**src/rtl/uart_rx_pkg.sv**
```systemverilog
// Shared types for the UART receive frame controller.
package uart_rx_pkg;

  typedef enum logic [2:0] {
    IDLE,
    START,
    DATA,
    PARITY,
    STOP
  } rx_state_e;

  localparam int MIN_PRESCALE = 4;

endpackage

```
**src/rtl/uart_rx_sampler.sv**
```systemverilog
// Per-bit edge counter and three-sample majority vote
// around the middle of each bit period.
module uart_rx_sampler #(
  parameter int PRESCALE_WIDTH = 6
) (
  input  logic                      rx_clk,
  input  logic                      res_n,
  input  logic                      start,
  input  logic                      run,
  input  logic [PRESCALE_WIDTH-1:0] prescale,
  input  logic                      s_data_in,
  output logic                      vote,
  output logic                      vote_valid,
  output logic                      bit_end
);

  localparam int PW = PRESCALE_WIDTH;

  logic [PW-1:0] edge_cnt;
  logic [PW-1:0] half;
  logic          s0;
  logic          s1;

  assign half       = prescale >> 1;
  assign bit_end    = run && (edge_cnt == prescale - PW'(1));
  assign vote_valid = run && (edge_cnt == half + PW'(1));
  assign vote       = (s0 & s1) | (s0 & s_data_in) | (s1 & s_data_in);

  // start wins so a detection right after a frame ends restarts at edge 1
  always_ff @(posedge rx_clk or negedge res_n) begin
    if (!res_n) begin
      edge_cnt <= '0;
      s0       <= 1'b0;
      s1       <= 1'b0;
    end else begin
      if (start) begin
        edge_cnt <= PW'(1);
      end else if (run) begin
        edge_cnt <= bit_end ? '0 : edge_cnt + PW'(1);
      end else begin
        edge_cnt <= '0;
      end
      if (run && (edge_cnt == half - PW'(1))) begin
        s0 <= s_data_in;
      end
      if (run && (edge_cnt == half)) begin
        s1 <= s_data_in;
      end
    end
  end

endmodule

```
**src/rtl/uart_rx_ctrl.sv**
```systemverilog
// UART receive frame controller: start detect, bit sequencing,
// parity/stop checks and per-frame result pulses.
module uart_rx_ctrl
  import uart_rx_pkg::*;
#(
  parameter int DATA_WIDTH     = 8,
  parameter int PRESCALE_WIDTH = 6
) (
  input  logic                          rx_clk,
  input  logic                          res_n,
  input  logic [PRESCALE_WIDTH-1:0]     prescale_in,
  input  logic                          s_data_in,
  input  logic                          par_en_in,
  input  logic                          par_typ_in,
  output logic                          sampled_bit_out,
  output logic                          shift_en_out,
  output logic [$clog2(DATA_WIDTH)-1:0] bit_idx_out,
  output logic                          busy_out,
  output logic                          data_valid_out,
  output logic                          parity_error_out,
  output logic                          stop_error_out
);

  localparam int IW = $clog2(DATA_WIDTH);
  localparam int PW = PRESCALE_WIDTH;
  localparam logic [IW-1:0] LAST_IDX = IW'(DATA_WIDTH - 1);
  localparam logic [PW-1:0] MIN_P    = PW'(MIN_PRESCALE);

  rx_state_e     state_q;
  rx_state_e     state_d;
  logic [PW-1:0] pre_even;
  logic [PW-1:0] pre_eff;
  logic [PW-1:0] p_q;
  logic          par_en_q;
  logic          par_typ_q;
  logic          par_acc_q;
  logic          par_err_q;
  logic          armed_q;
  logic [IW-1:0] bit_idx_q;
  logic          start_det;
  logic          run;
  logic          vote;
  logic          vote_valid;
  logic          bit_end;
  logic          shift_d;
  logic          dv_d;
  logic          pe_d;
  logic          se_d;

  // odd ratios round down, tiny ratios clamp to the minimum
  assign pre_even  = prescale_in & ~PW'(1);
  assign pre_eff   = (pre_even < MIN_P) ? MIN_P : pre_even;
  assign run       = (state_q != IDLE);
  assign start_det = (state_q == IDLE) && !s_data_in && armed_q;

  uart_rx_sampler #(
    .PRESCALE_WIDTH(PW)
  ) u_sampler (
    .rx_clk    (rx_clk),
    .res_n     (res_n),
    .start     (start_det),
    .run       (run),
    .prescale  (p_q),
    .s_data_in (s_data_in),
    .vote      (vote),
    .vote_valid(vote_valid),
    .bit_end   (bit_end)
  );

  always_comb begin
    state_d = state_q;
    shift_d = 1'b0;
    dv_d    = 1'b0;
    pe_d    = 1'b0;
    se_d    = 1'b0;
    unique case (state_q)
      IDLE: begin
        if (start_det) state_d = START;
      end
      START: begin
        if (vote_valid && vote) state_d = IDLE;
        else if (bit_end) state_d = DATA;
      end
      DATA: begin
        shift_d = vote_valid;
        if (bit_end && (bit_idx_q == LAST_IDX)) begin
          state_d = par_en_q ? PARITY : STOP;
        end
      end
      PARITY: begin
        if (bit_end) state_d = STOP;
      end
      STOP: begin
        // leave at the vote so the next start edge is caught early
        if (vote_valid) begin
          state_d = IDLE;
          dv_d    = vote && !par_err_q;
          pe_d    = par_err_q;
          se_d    = !vote;
        end
      end
      default: state_d = IDLE;
    endcase
  end

  always_ff @(posedge rx_clk or negedge res_n) begin
    if (!res_n) begin
      state_q <= IDLE;
    end else begin
      state_q <= state_d;
    end
  end

  always_ff @(posedge rx_clk or negedge res_n) begin
    if (!res_n) begin
      p_q              <= MIN_P;
      par_en_q         <= 1'b0;
      par_typ_q        <= 1'b0;
      par_acc_q        <= 1'b0;
      par_err_q        <= 1'b0;
      armed_q          <= 1'b1;
      bit_idx_q        <= '0;
      sampled_bit_out  <= 1'b0;
      shift_en_out     <= 1'b0;
      bit_idx_out      <= '0;
      busy_out         <= 1'b0;
      data_valid_out   <= 1'b0;
      parity_error_out <= 1'b0;
      stop_error_out   <= 1'b0;
    end else begin
      busy_out         <= (state_d != IDLE);
      shift_en_out     <= shift_d;
      data_valid_out   <= dv_d;
      parity_error_out <= pe_d;
      stop_error_out   <= se_d;
      if (start_det) begin
        p_q       <= pre_eff;
        par_en_q  <= par_en_in;
        par_typ_q <= par_typ_in;
        par_acc_q <= 1'b0;
        par_err_q <= 1'b0;
      end
      if (shift_d) begin
        sampled_bit_out <= vote;
        bit_idx_out     <= bit_idx_q;
        par_acc_q       <= par_acc_q ^ vote;
      end
      if ((state_q == START) && bit_end) begin
        bit_idx_q <= '0;
      end else if ((state_q == DATA) && bit_end
                   && (bit_idx_q != LAST_IDX)) begin
        bit_idx_q <= bit_idx_q + IW'(1);
      end
      if ((state_q == PARITY) && vote_valid) begin
        par_err_q <= vote != (par_acc_q ^ par_typ_q);
      end
      // a bad stop keeps a stuck-low line from retriggering
      if (se_d) begin
        armed_q <= 1'b0;
      end else if (s_data_in) begin
        armed_q <= 1'b1;
      end
    end
  end

endmodule
```
**config.mk**
```make
export PLATFORM = sky130hd
export DESIGN_NAME = uart_rx_ctrl
export DESIGN_NICKNAME = d
export VERILOG_FILES = /design/src/rtl/uart_rx_pkg.sv /design/src/rtl/uart_rx_sampler.sv /design/src/rtl/uart_rx_ctrl.sv
export SDC_FILE = /design/constraint.sdc
export NUM_CORES = 1
export LEC_CHECK = 0
export ABC_CLOCK_PERIOD_IN_PS = 3400
export BUFFER_PORTS_ARGS = -buffer_cell sky130_fd_sc_hd__buf_2
export CAP_MARGIN = 20
export CORE_ASPECT_RATIO = 0.9
export CORE_MARGIN = 4
export CORE_UTILIZATION = 30
export DETAILED_ROUTE_END_ITERATION = 16
export PLACE_DENSITY = 0.57
export REMOVE_ABC_BUFFERS = 1
export SLEW_MARGIN = 10
export SYNTH_ARGS = -nofsm -noshare
export SYNTH_HDL_FRONTEND = slang
export SYNTH_SLANG_ARGS = --single-unit
export TNS_END_PERCENT = 30
```
**constraint.sdc**
```tcl
create_clock -name rx_clk -period 3.4 [get_ports rx_clk]
set_input_delay 0.51 -clock rx_clk [delete_from_list [all_inputs] [get_ports rx_clk]]
set_output_delay 0.51 -clock rx_clk [all_outputs]
set_load 0.005 [all_outputs]
```
; ---- After elaboration in Yosys (flattened, before gate mapping)
; Cells that the tools add are included.
[op_classes]
add_sub_neg = 5
mux = 26
eq_ne = 11
bitwise = 7
order_cmp = 1
n_reduce_logical = 23
[ops]
columns = cell, count
row1 = two-way mux 3 bit, 9
row2 = two-way mux 6 bit, 4
row3 = == test 6 bit, 3
row4 = case mux 3 bit (5 select lines), 1
row5 = logical AND 1 bit, 13
row6 = two-way mux 1 bit, 12
row7 = nonzero test 2 bit, 4
row8 = adder 5 x 1 -> 6 bit (second input constant), 1
row9 = adder 6 x 1 -> 6 bit (second input constant), 1
row10 = == test 3 x 2 -> 1 bit (second input constant), 2
row11 = == test 3 bit (second input constant), 2
row12 = == test 6 x 5 -> 1 bit, 1
row13 = less-than comparator 6 x 3 -> 1 bit (second input constant), 1
row14 = nonzero test 3 bit, 2
row15 = subtractor 5 x 1 -> 6 bit (second input constant), 1
row16 = subtractor 6 x 1 -> 6 bit (second input constant), 1
row17 = adder 3 x 1 -> 3 bit (second input constant), 1
row18 = AND 1 bit, 3
row19 = == test 3 x 1 -> 1 bit (second input constant), 1
row20 = zero test 1 bit, 3
row21 = zero test 3 bit, 1
row22 = != test 3 bit (second input constant), 1
row23 = OR 1 bit, 2
row24 = bitwise XOR 1 bit, 2
row25 = != test 1 bit, 1
[word_totals]
input_bits = 11
regBits = 34

; ---- Longest topological paths before layout
[logic_depth]
word_depth = 7
depth_mapped = 9

; ---- Cells and area by module
; A second synthesis with hierarchy kept.
[hier_totals]
cells_unflattened = 205
hier_area_um2 = 2063.2
[by_module_without_submodules]
columns = mod, n_inst, cells_per_inst, seq_area_each_um2, area_each_um2
row1 = uart_rx_ctrl, 1, 99, 628.1, 1151.1
row2 = uart_rx_sampler, 1, 106, 200.2, 912.1

; ---- Worst setup path before layout
; OpenSTA, ideal clock, no wires.
[synth_path]
path_type = register to register
from = register p_q[2]
to = register bit_idx_q[0]
path_slack_ns = 0.748
arrival_time_ns = 2.527
path_stages_with_launch = 9
n_path_buf = 0
period_less_slack_ns = 2.652
setup_time_ns = 0.125
cell_sequence = dfstp_2 > inv_1 > ha_1 > xor2_1 > nand3_1 > or3_4 > or2_4 > or3b_4 > mux2_4
[synth_between]
elab_chain_len = 6
elab_cells_between_ends = 8
[synth_rtl]
columns = element, line_no
row1 = start: declaration, uart_rx_ctrl.sv:33  ; logic [PW-1:0] p_q;
row2 = start signal: assignment, uart_rx_ctrl.sv:137  ; p_q <= pre_eff;
row3 = subtractor 6 x 1 -> 6 bit *, uart_rx_sampler.sv:25  ; assign bit_end = run && (edge_cnt == prescale - PW'(1));
row4 = == test 6 bit *, uart_rx_sampler.sv:25
row5 = logical AND 1 bit *, uart_rx_sampler.sv:25
row6 = logical AND 1 bit, uart_rx_ctrl.sv:150  ; end else if ((state_q == DATA) && bit_end
row7 = logical AND 1 bit, uart_rx_ctrl.sv:151  ; && (bit_idx_q != LAST_IDX)) begin
row8 = nonzero test 2 bit (no source line), n/a
row9 = end signal: assignment, uart_rx_ctrl.sv:152  ; bit_idx_q <= bit_idx_q + IW'(1);
row10 = end: declaration, uart_rx_ctrl.sv:39  ; logic [IW-1:0] bit_idx_q;
; Every way passes the cells marked *; elsewhere a longest branch is shown, timed or not.
; A chain may end at the register's enable or synchronous reset.

; ---- Worst setup path in the final report
[layout_path]
from = register p_q[2]
to = register bit_idx_q[1]
; Same word-level chain as after synthesis.

==> metrics.txt <==
status finished clean; reg2reg path depth 8; Max-Cap Viols 0; Clock Latency Late Sink 0.29 ns; Final GP Congestion 0.900; Netlist cell types 47; crit path capture type register; Avg Cell Area, Syn 10.3 um2; via-per-instance ratio 4.68; DR iter-0 viols 52; Hold Vio Cnt, Final 0; GR Util met2 0.157; RR Startpoint p_q[2]; CP max FO 7; Final Setup Violations 0; area leader, netlist dfrtp_1; Yosys reg bits 33; met3 track demand over resource 0.0271; reg-to-reg endpoint bit_idx_q[1]; via count 1362; Fin Setup TNS 0 ns; largest net degree at the start of global routing 34; Final period util 0.821; Max-slew headroom 0.512; mapped cell area 0.00190 mm2; Synth area leaders dfrtp_1 (41%), mux2_2 (6.5%), xnor2_1 (5.5%), xor2_1 (4.6%), nor2_1 (3.6%); H-tree levels 2; Detailed Route WL 3580 um; IO Count 20; initial antenna violation count 0; post-CTS sizing 0; RSZ-0062 raised after global routing no; Pins Over Slew Limit 0; nets@finish 219; most instantiated cells after synthesis dfrtp_1 (31), nor2_1 (18), xnor2_1 (12); global-route wire length before repair 6380 um; vias in the first global route 1339; # hold bufs at CTS 0; clock sinks 33; async set-reset flop share out of synthesis 1.00; Initial Utilization 0.309; cell row count 27; die area 0.00768 mm2; DRC Markers 0; Die Wd 91.9 um; Area Growth Syn to Fin 12.8%; CTS tree built; share of cells above drive strength 1 0.245; die span in y 83.5 um; Pre-antenna DRT Iters 4; HP Class in2async; Setup Fix Bufs, Post-CTS 0; Bufs on Longest Clock Path 2; yosys warns 0; gr usage total 0.104; Final min period 2.79 ns; P_leak 0.000954 uW; Top Usage Layer GRT met2; Setup CP Type reg2reg; Slew @ Worst Pin 0.733 ns; met1 GRT Util 0.141; top cell type's share of synthesized area 0.408; WP data required 3.58 ns; PortBufs 18; ant diodes 0; Synth Flop Type dfrtp_1; CORE AREA 0.00615 mm2; DP Cell Count 283; gr ovfl total 0; Worst VDD drop 0.392 mV; clock root cell clkbuf_8; Post-synth EDFFs 0; DP HPWL 2640 um; Worst-path clk slew 0.07 ns; reg-to-reg slack, setup 0.61 ns; Post-DRT Antenna Nets 0; Syn Inst Count 185; most frequent cell after synthesis dfrtp_1; P per Cell Area 819 mW/mm2; WL/cell 12.3 um; worst clock skew 0.00368 ns; Layout Cells excl Fill 291; sequential share of the synthesized area 0.436; Startpoint Class register; cts bufs inserted 5; Arr. time, crit path 2.97 ns; Fmax 358 MHz
[cell type report]
type	count	area, um2
Timing Repair Buffer	19	97.6
Sequential cell	33	828
Clock inverter	3	17.5
Inverter	7	26.3
Fill cell	658	4000
Clock buffer	5	68.8
Multi-Input combinational cell	137	998
Tap cell	87	109
[worst max-delay path, cell delays in order (launching register included)]
cell and delay (ns):
dfstp_2 0.61, inv_1 0.09, ha_1 0.32, xor2_1 0.15, nand3_1 0.10, or3_4 0.41, or2_4 0.28, or3b_4 0.41
mux2_4 0.31
[metrics by stage]
step / power (uW) / setup WS [ns] / hold WS, ns / util / cell area (um2)
after floorplan: 1300 / 0.747 / 0.214 / - / 1850
after global placement: 1470 / 0.634 / 0.463 / 0.335 / 2060
after detailed placement: 1490 / 0.615 / 0.457 / 0.335 / 2060
after CTS: 1780 / 0.607 / 0.312 / 0.349 / 2150
after global routing: 1920 / 0.481 / 0.353 / 0.349 / 2150
final: 1760 / 0.610 / 0.281 / 0.349 / 2150
[how the worst max path moves through the flow]
| stage | start | end | depth (start not counted) | slack [ns] |
|---|---|---|---|---|
| after floorplan | p_q[2] | bit_idx_q[0] | 8 | 0.75 |
| after global placement | p_q[2] | bit_idx_q[0] | 8 | 0.63 |
| after detailed placement | p_q[2] | bit_idx_q[1] | 8 | 0.62 |
| after CTS | p_q[2] | bit_idx_q[2] | 8 | 0.61 |
| after global routing | p_q[2] | bit_idx_q[1] | 8 | 0.48 |
| final | p_q[2] | bit_idx_q[1] | 8 | 0.61 |
[cell families (layout without fill, tap and decap cells)]
| kind of cell | after synthesis | after routing | synth area share |
|---|---|---|---|
| AO/OA/AOI/OAI | 24 | 24 | 0.0796 |
| XOR/XNOR | 22 | 22 | 0.101 |
| AND/OR/NAND/NOR | 70 | 70 | 0.212 |
| flip-flops | 33 | 33 | 0.436 |
| multiplexers | 15 | 15 | 0.0941 |
| adder cells (fa/ha/maj) | 6 | 6 | 0.0382 |
| buffers and inverters | 15 | 34 | 0.0395 |
[power by group]
part / total [uW] / switching (uW) / leakage (uW) / internal (uW)
Clock: 288 / 147 / 0.0000439 / 141
Sequential: 703 / 191 / 0.000422 / 512
Combinational: 767 / 392 / 0.000488 / 375
[routing by layer]
layer	vias up	part of all wire
li1	683	-
met1	649	0.49
met2	24	0.45
met3	6	0.032
met4	0	0.019
met5	-	0
[state kept, by name (all words and copies together) (netlist names), 3 cells and up]
register / cells
u_sampler.edge_cnt: 6
p_q: 5
bit_idx_out: 3
state_q: 3
bit_idx_q: 3
[cells in the final DEF (no fill, tap or decap), types with 2 or more instances in the layout]
master	instances
a21oi_1	6
buf_2	18
clkbuf_8	5
clkinv_2	2
dfrtp_1	31
dfstp_2	2
ha_1	5
inv_1	7
mux2_2	11
mux2_4	3
nand2_1	10
nand2b_1	3
nand3_1	8
nand4_1	2
nand4b_1	2
nor2_1	18
nor2b_1	2
nor3_1	3
nor3b_1	4
nor4_1	3
o21ai_0	7
o21ai_1	2
o31ai_1	2
o32a_1	2
or3_1	2
xnor2_1	12
xor2_1	10
Note: power is estimated with default switching activity, not from simulation.
